File: src/rtl/if_id_fetch.sv
// IF back half: byte-serial loaded instruction memory
// plus the IF/ID pipeline register.
module if_id_fetch #(
  parameter int unsigned MEM_BYTES = 256,
  parameter logic [31:0] NOP_WORD  = 32'h0000_0000
) (
  input  logic        clk,
  input  logic        reset,
  input  logic        clk_en,
  input  logic [7:0]  pc,
  input  logic        stall,
  input  logic        flush,
  input  logic        write_en,
  input  logic        load_valid,
  input  logic [7:0]  load_byte,
  output logic [31:0] instr_id,
  output logic [7:0]  pc4_id,
  output logic        valid_id,
  output logic [6:0]  load_words,
  output logic        load_busy
);

  localparam int unsigned WORDS = MEM_BYTES / 4;

  typedef enum logic {
    S_IDLE,
    S_LOAD
  } state_e;

  logic [31:0] mem_q [WORDS];

  state_e      state_q, state_d;
  logic [1:0]  bidx_q, bidx_d;
  logic [5:0]  waddr_q, waddr_d;
  logic [23:0] asm_q, asm_d;
  logic [6:0]  lw_q, lw_d;
  logic        mem_we;
  logic [31:0] mem_wdata;

  logic [31:0] instr_q, instr_d;
  logic [7:0]  pc4_q, pc4_d;
  logic        valid_q, valid_d;
  logic [31:0] fetch_word;

  assign fetch_word = mem_q[pc[7:2]];

  // Loader FSM: assemble big-endian bytes, write on the 4th.
  always_comb begin
    state_d   = state_q;
    bidx_d    = bidx_q;
    waddr_d   = waddr_q;
    asm_d     = asm_q;
    lw_d      = lw_q;
    mem_we    = 1'b0;
    mem_wdata = {asm_q, load_byte};
    unique case (state_q)
      S_IDLE: begin
        if (write_en) begin
          state_d = S_LOAD;
          bidx_d  = 2'd0;
          waddr_d = 6'd0;
          lw_d    = 7'd0;
        end
      end
      S_LOAD: begin
        if (!write_en) begin
          state_d = S_IDLE;
          bidx_d  = 2'd0;
        end else if (load_valid) begin
          bidx_d = bidx_q + 2'd1;
          unique case (bidx_q)
            2'd0: asm_d[23:16] = load_byte;
            2'd1: asm_d[15:8]  = load_byte;
            2'd2: asm_d[7:0]   = load_byte;
            2'd3: begin
              mem_we  = 1'b1;
              waddr_d = waddr_q + 6'd1;
              if (lw_q != 7'd64)
                lw_d = lw_q + 7'd1;
            end
          endcase
        end
      end
      default: state_d = S_IDLE;
    endcase
  end

  // Loader state registers.
  always_ff @(posedge clk or negedge reset) begin
    if (!reset) begin
      state_q <= S_IDLE;
      bidx_q  <= 2'd0;
      waddr_q <= 6'd0;
      asm_q   <= 24'd0;
      lw_q    <= 7'd0;
    end else begin
      state_q <= state_d;
      bidx_q  <= bidx_d;
      waddr_q <= waddr_d;
      asm_q   <= asm_d;
      lw_q    <= lw_d;
    end
  end

  // Instruction memory write port; contents survive reset.
  always_ff @(posedge clk) begin
    if (mem_we)
      mem_q[waddr_q] <= mem_wdata;
  end

  // IF/ID next value: loader > flush > stall > clk_en.
  always_comb begin
    instr_d = instr_q;
    pc4_d   = pc4_q;
    valid_d = valid_q;
    if (write_en || state_q == S_LOAD) begin
      instr_d = NOP_WORD;
      pc4_d   = 8'd0;
      valid_d = 1'b0;
    end else if (flush) begin
      instr_d = NOP_WORD;
      pc4_d   = 8'd0;
      valid_d = 1'b0;
    end else if (stall) begin
      instr_d = instr_q;
    end else if (clk_en) begin
      instr_d = fetch_word;
      pc4_d   = pc + 8'd4;
      valid_d = 1'b1;
    end
  end

  // IF/ID pipeline register.
  always_ff @(posedge clk or negedge reset) begin
    if (!reset) begin
      instr_q <= NOP_WORD;
      pc4_q   <= 8'd0;
      valid_q <= 1'b0;
    end else begin
      instr_q <= instr_d;
      pc4_q   <= pc4_d;
      valid_q <= valid_d;
    end
  end

  assign instr_id   = instr_q;
  assign pc4_id     = pc4_q;
  assign valid_id   = valid_q;
  assign load_words = lw_q;
  assign load_busy  = (state_q == S_LOAD);

endmodule
File: config.mk
export PLATFORM = sky130hd
export DESIGN_NAME = if_id_fetch
export DESIGN_NICKNAME = d
export VERILOG_FILES = /design/src/rtl/if_id_fetch.sv
export SDC_FILE = /design/constraint.sdc
export NUM_CORES = 2
export LEC_CHECK = 0
export BUFFER_PORTS_ARGS = -buffer_cell sky130_fd_sc_hd__buf_2
export CORE_MARGIN = 1.5
export CORE_UTILIZATION = 50
export DETAILED_ROUTE_END_ITERATION = 16
export PLACE_DENSITY = 0.68
export SYNTH_ARGS = -nofsm -noshare
export SYNTH_HDL_FRONTEND = slang
export SYNTH_SLANG_ARGS = --single-unit
File: constraint.sdc
create_clock -name clk -period 3.11 [get_ports clk]
set_input_delay 0.4665 -clock clk [delete_from_list [all_inputs] [get_ports clk]]
set_output_delay 0.4665 -clock clk [all_outputs]
set_load 0.1 [all_outputs]
==> flow_summary.json <==
{
  "list_of_most_frequent_post_synthesis_cells": "edfxtp_1 (2048), mux4_2 (506), mux2i_1 (171)",
  "cp-end-kind": "flop",
  "worst_path_dominant_cell_family": "simple AND/OR/NAND/NOR gates",
  "critical_path.n_buffers_inverters": 1,
  "synth_seq_area_share_pct": 77.6,
  "totalPowerFinal_w": 0.0615,
  "floorplan.initialDensity_pct": 50.3,
  "power.density_nw_per_um2": 647,
  "cts.sinks": 2129,
  "wl_per_cell_um": 34.0,
  "ir_drop_mv": 0.499,
  "hpwl_um": 133000,
  "post-synth-top-count-cell": "edfxtp_1",
  "detailroute.via_count": 41200,
  "register_to_register_setup_slack_ns": 0.34,
  "cts_tree": "built",
  "cap_viol_max_count": 0,
  "endpoint": "instr_id[14]",
  "yosysWarnings": 0,
  "timing.fmax_mhz": 361,
  "cts_max_path_buffers": 3,
  "setup_viol": 0,
  "design.die.area_sq_um": 166000,
  "cellLeakagePower_nw": 31.0,
  "grt.overflow.total": 0,
  "timing.critical_path.required_ns": 3.82,
  "place_inst": 6058,
  "path_cells": "or3_1, nor2_2, buf_4, a221oi_1, o221ai_1, nor4b_1",
  "worstReg2RegStart": "load_busy",
  "area_delta_synth_final_pct": 16.3,
  "ys_top_cells_by_area": "edfxtp_1 (75%), mux4_2 (14%), dfrtp_1 (2.5%)",
  "post_synth_num_cell_types": 52,
  "rsz_0062_raised_after_global_routing": "false",
  "synthesis.area_per_instance_sq_um": 22.4,
  "finalHoldViolations": 0,
  "critical_path.max_stage_delay_ns": 0.63,
  "worst_setup_path_startpoint": "load_busy",
  "outcome": "completed",
  "setup_crit_path_kind": "flop to flop",
  "postSynth.asyncResetShare_pct": 3.80,
  "fp.dieH_um": 408,
  "tightestPinTransition_ns": 1.18,
  "final_layout_size_suffix_gt1_share_pct": 32.2,
  "post_cts.resized_instances": 0,
  "critPathLaunchType": "flop",
  "num_rows": 148,
  "cp.arrival_ns": 3.48,
  "detail-route-antenna-nets": 0,
  "synthCells": 3660,
  "rr_endpoint": "instr_id[14]",
  "cts-buffers-inserted": 204,
  "standard_cell_with_the_maximum_stage_delay_on_the_critical_path": "or3_1",
  "grt_use_total_pct": 26.5,
  "timing.reg2reg.worst_path_depth": 6,
  "io_buffers": 71,
  "clock_tree.root_cell": "clkbuf_16",
  "core-area_sq_um": 163000,
  "clk_latency_ns": 0.86,
  "grt_first_pass_wirelength_um": 309000,
  "setup_total_negative_slack_ns": 0,
  "ctsHtreeMaxLevel": 4,
  "finalCoreUtilization_pct": 58.5,
  "io-pin-count": 72,
  "holdCritStartpoint": "load_byte[5]",
  "final_max_slew_viol_count": 0,
  "finClkSkew_ns": 0.0354,
  "finalWeightedCongestion": 0.877,
  "post-route-min-period_ns": 2.77,
  "synth_top_cell_by_area": "edfxtp_1",
  "grt_pass1_vias": 40500,
  "syn_nets": 3691,
  "hold_path.class": "primary input to flop",
  "clk_pin_slew_worst_paths_ns": 0.06,
  "period_share_pct": 89.1,
  "postRouteWirelength_um": 219000,
  "syn_area_sq_um": 81900,
  "cp_num_cells": 6,
  "synth_top_cell_area_share_pct": 75.1,
  "path_max_fanout": 10,
  "drt_iter0_markers": 6047,
  "synth-edff-count": 2048,
  "dominantRegCellSynth": "edfxtp_1",
  "final_nets": 4125,
  "vias_per_cell": 6.39,
  "grt_start_max_net_pins": 68,
  "worst_slew_margin_relative_to_its_limit_pct": 21.3,
  "ys_seq_elements": 2129,
  "number_of_cells_in_the_finished_layout_apart_from_fillers": 6446,
  "number_of_antenna_violations_at_the_first_check_in_global_routing": 16,
  "first_pass_iters": 6,
  "layout.filler_cells": 11500,
  "drt_drc_violations_left": 0,
  "floorplan.die.width_um": 408
}
==> sequential cells by signal (all words and copies together), names as in the netlist <==
signal,count
instr_id,32
bidx_q,2
mem_q,2048
asm_q,24
load_busy,1
waddr_q,6
load_words,7
valid_id,1
pc4_id,8
==> worst min path at each step <==
stage / end / depth (start not counted)
finish: mem_q[15][5] / 1
global route: mem_q[5][5] / 1
CTS: mem_q[15][5] / 1
detailed placement: valid_id / 2
global placement: valid_id / 2
floorplan: asm_q[0] / 0
==> stage by stage <==
stage               setup slack, ns  hold slack, ns  instance area (sq um)
CTS                           0.332         0.00378                  95200
finish                        0.340          0.0683                  95200
floorplan                    -0.257           0.171                  82000
global placement            -0.0208           0.476                  88500
detailed placement          0.00450           0.480                  88500
global route                  0.262          0.0485                  95200
==> layout make-up <==
| type | count | area, sq um | share of cell area [%] |
|---|---|---|---|
| tap | 2175 | 2720 | 2.86 |
| inverter | 18 | 67.6 | 0.0710 |
| timing repair buffer | 432 | 4480 | 4.71 |
| multi-input combinational | 1309 | 17800 | 18.7 |
| antenna | 2 | 5.00 | 0.00526 |
| sequential | 2129 | 63600 | 66.8 |
| clock inverter | 109 | 1100 | 1.16 |
| clock buffer | 272 | 5500 | 5.78 |
==> report_power, final <==
part           internal (W)  total (W)  switching, W  leakage (nW)
clock                0.0140     0.0245        0.0106          3.22
sequential           0.0326     0.0334      0.000727          19.7
combinational       0.00127    0.00364       0.00237          8.07
total                0.0479     0.0615        0.0137          31.0
==> repair_timing <==
item / in CTS / in global routing
setup buffers: 0 / 0
hold buffers: 5 / 0
endpoints found under the hold margin: 38 / 0
==> metal layers <==
layer / global-route usage (%) / up-vias / wire length [um]
li1: - / 16400 / -
met1: 37.9 / 22000 / 84300
met2: 40.0 / 2447 / 101000
met3: 7.15 / 331 / 26200
met4: 8.76 / 16 / 7150
met5: 0 / - / 105
==> cells in the final DEF (no fill, tap or decap), types with 20 or more instances in the layout <==
master | netlist | final
edfxtp_1 | 2048 | 2048
mux4_2 | 506 | 506
buf_4 | 36 | 250
clkbuf_16 | 0 | 207
mux2i_1 | 171 | 171
buf_12 | 0 | 109
nand2_1 | 70 | 70
nor2_4 | 0 | 65
buf_2 | 66 | 65
dfrtp_1 | 81 | 57
clkbuf_1 | 81 | 57
mux2_2 | 56 | 56
nor2_1 | 120 | 55
nor2b_1 | 55 | 52
o221ai_1 | 42 | 42
a211oi_1 | 35 | 35
clkinv_2 | 0 | 35
clkinv_1 | 0 | 33
a22oi_1 | 31 | 31
nand3_1 | 27 | 27
a221oi_1 | 26 | 26
a21oi_1 | 25 | 25
dfrtp_2 | 0 | 24
nor3_1 | 21 | 20
==> cells by family after synthesis <==
family,share of synthesized area [%]
adders and majority gates,0.122
buffers and inverters,1.33
DFF,77.6
muxes,16.8
xor gates and xnor gates,0.107
AOI/OAI and AO/OA,2.12
and+or+nand+nor,1.93
No activity file was read; power rests on OpenSTA's default activity.
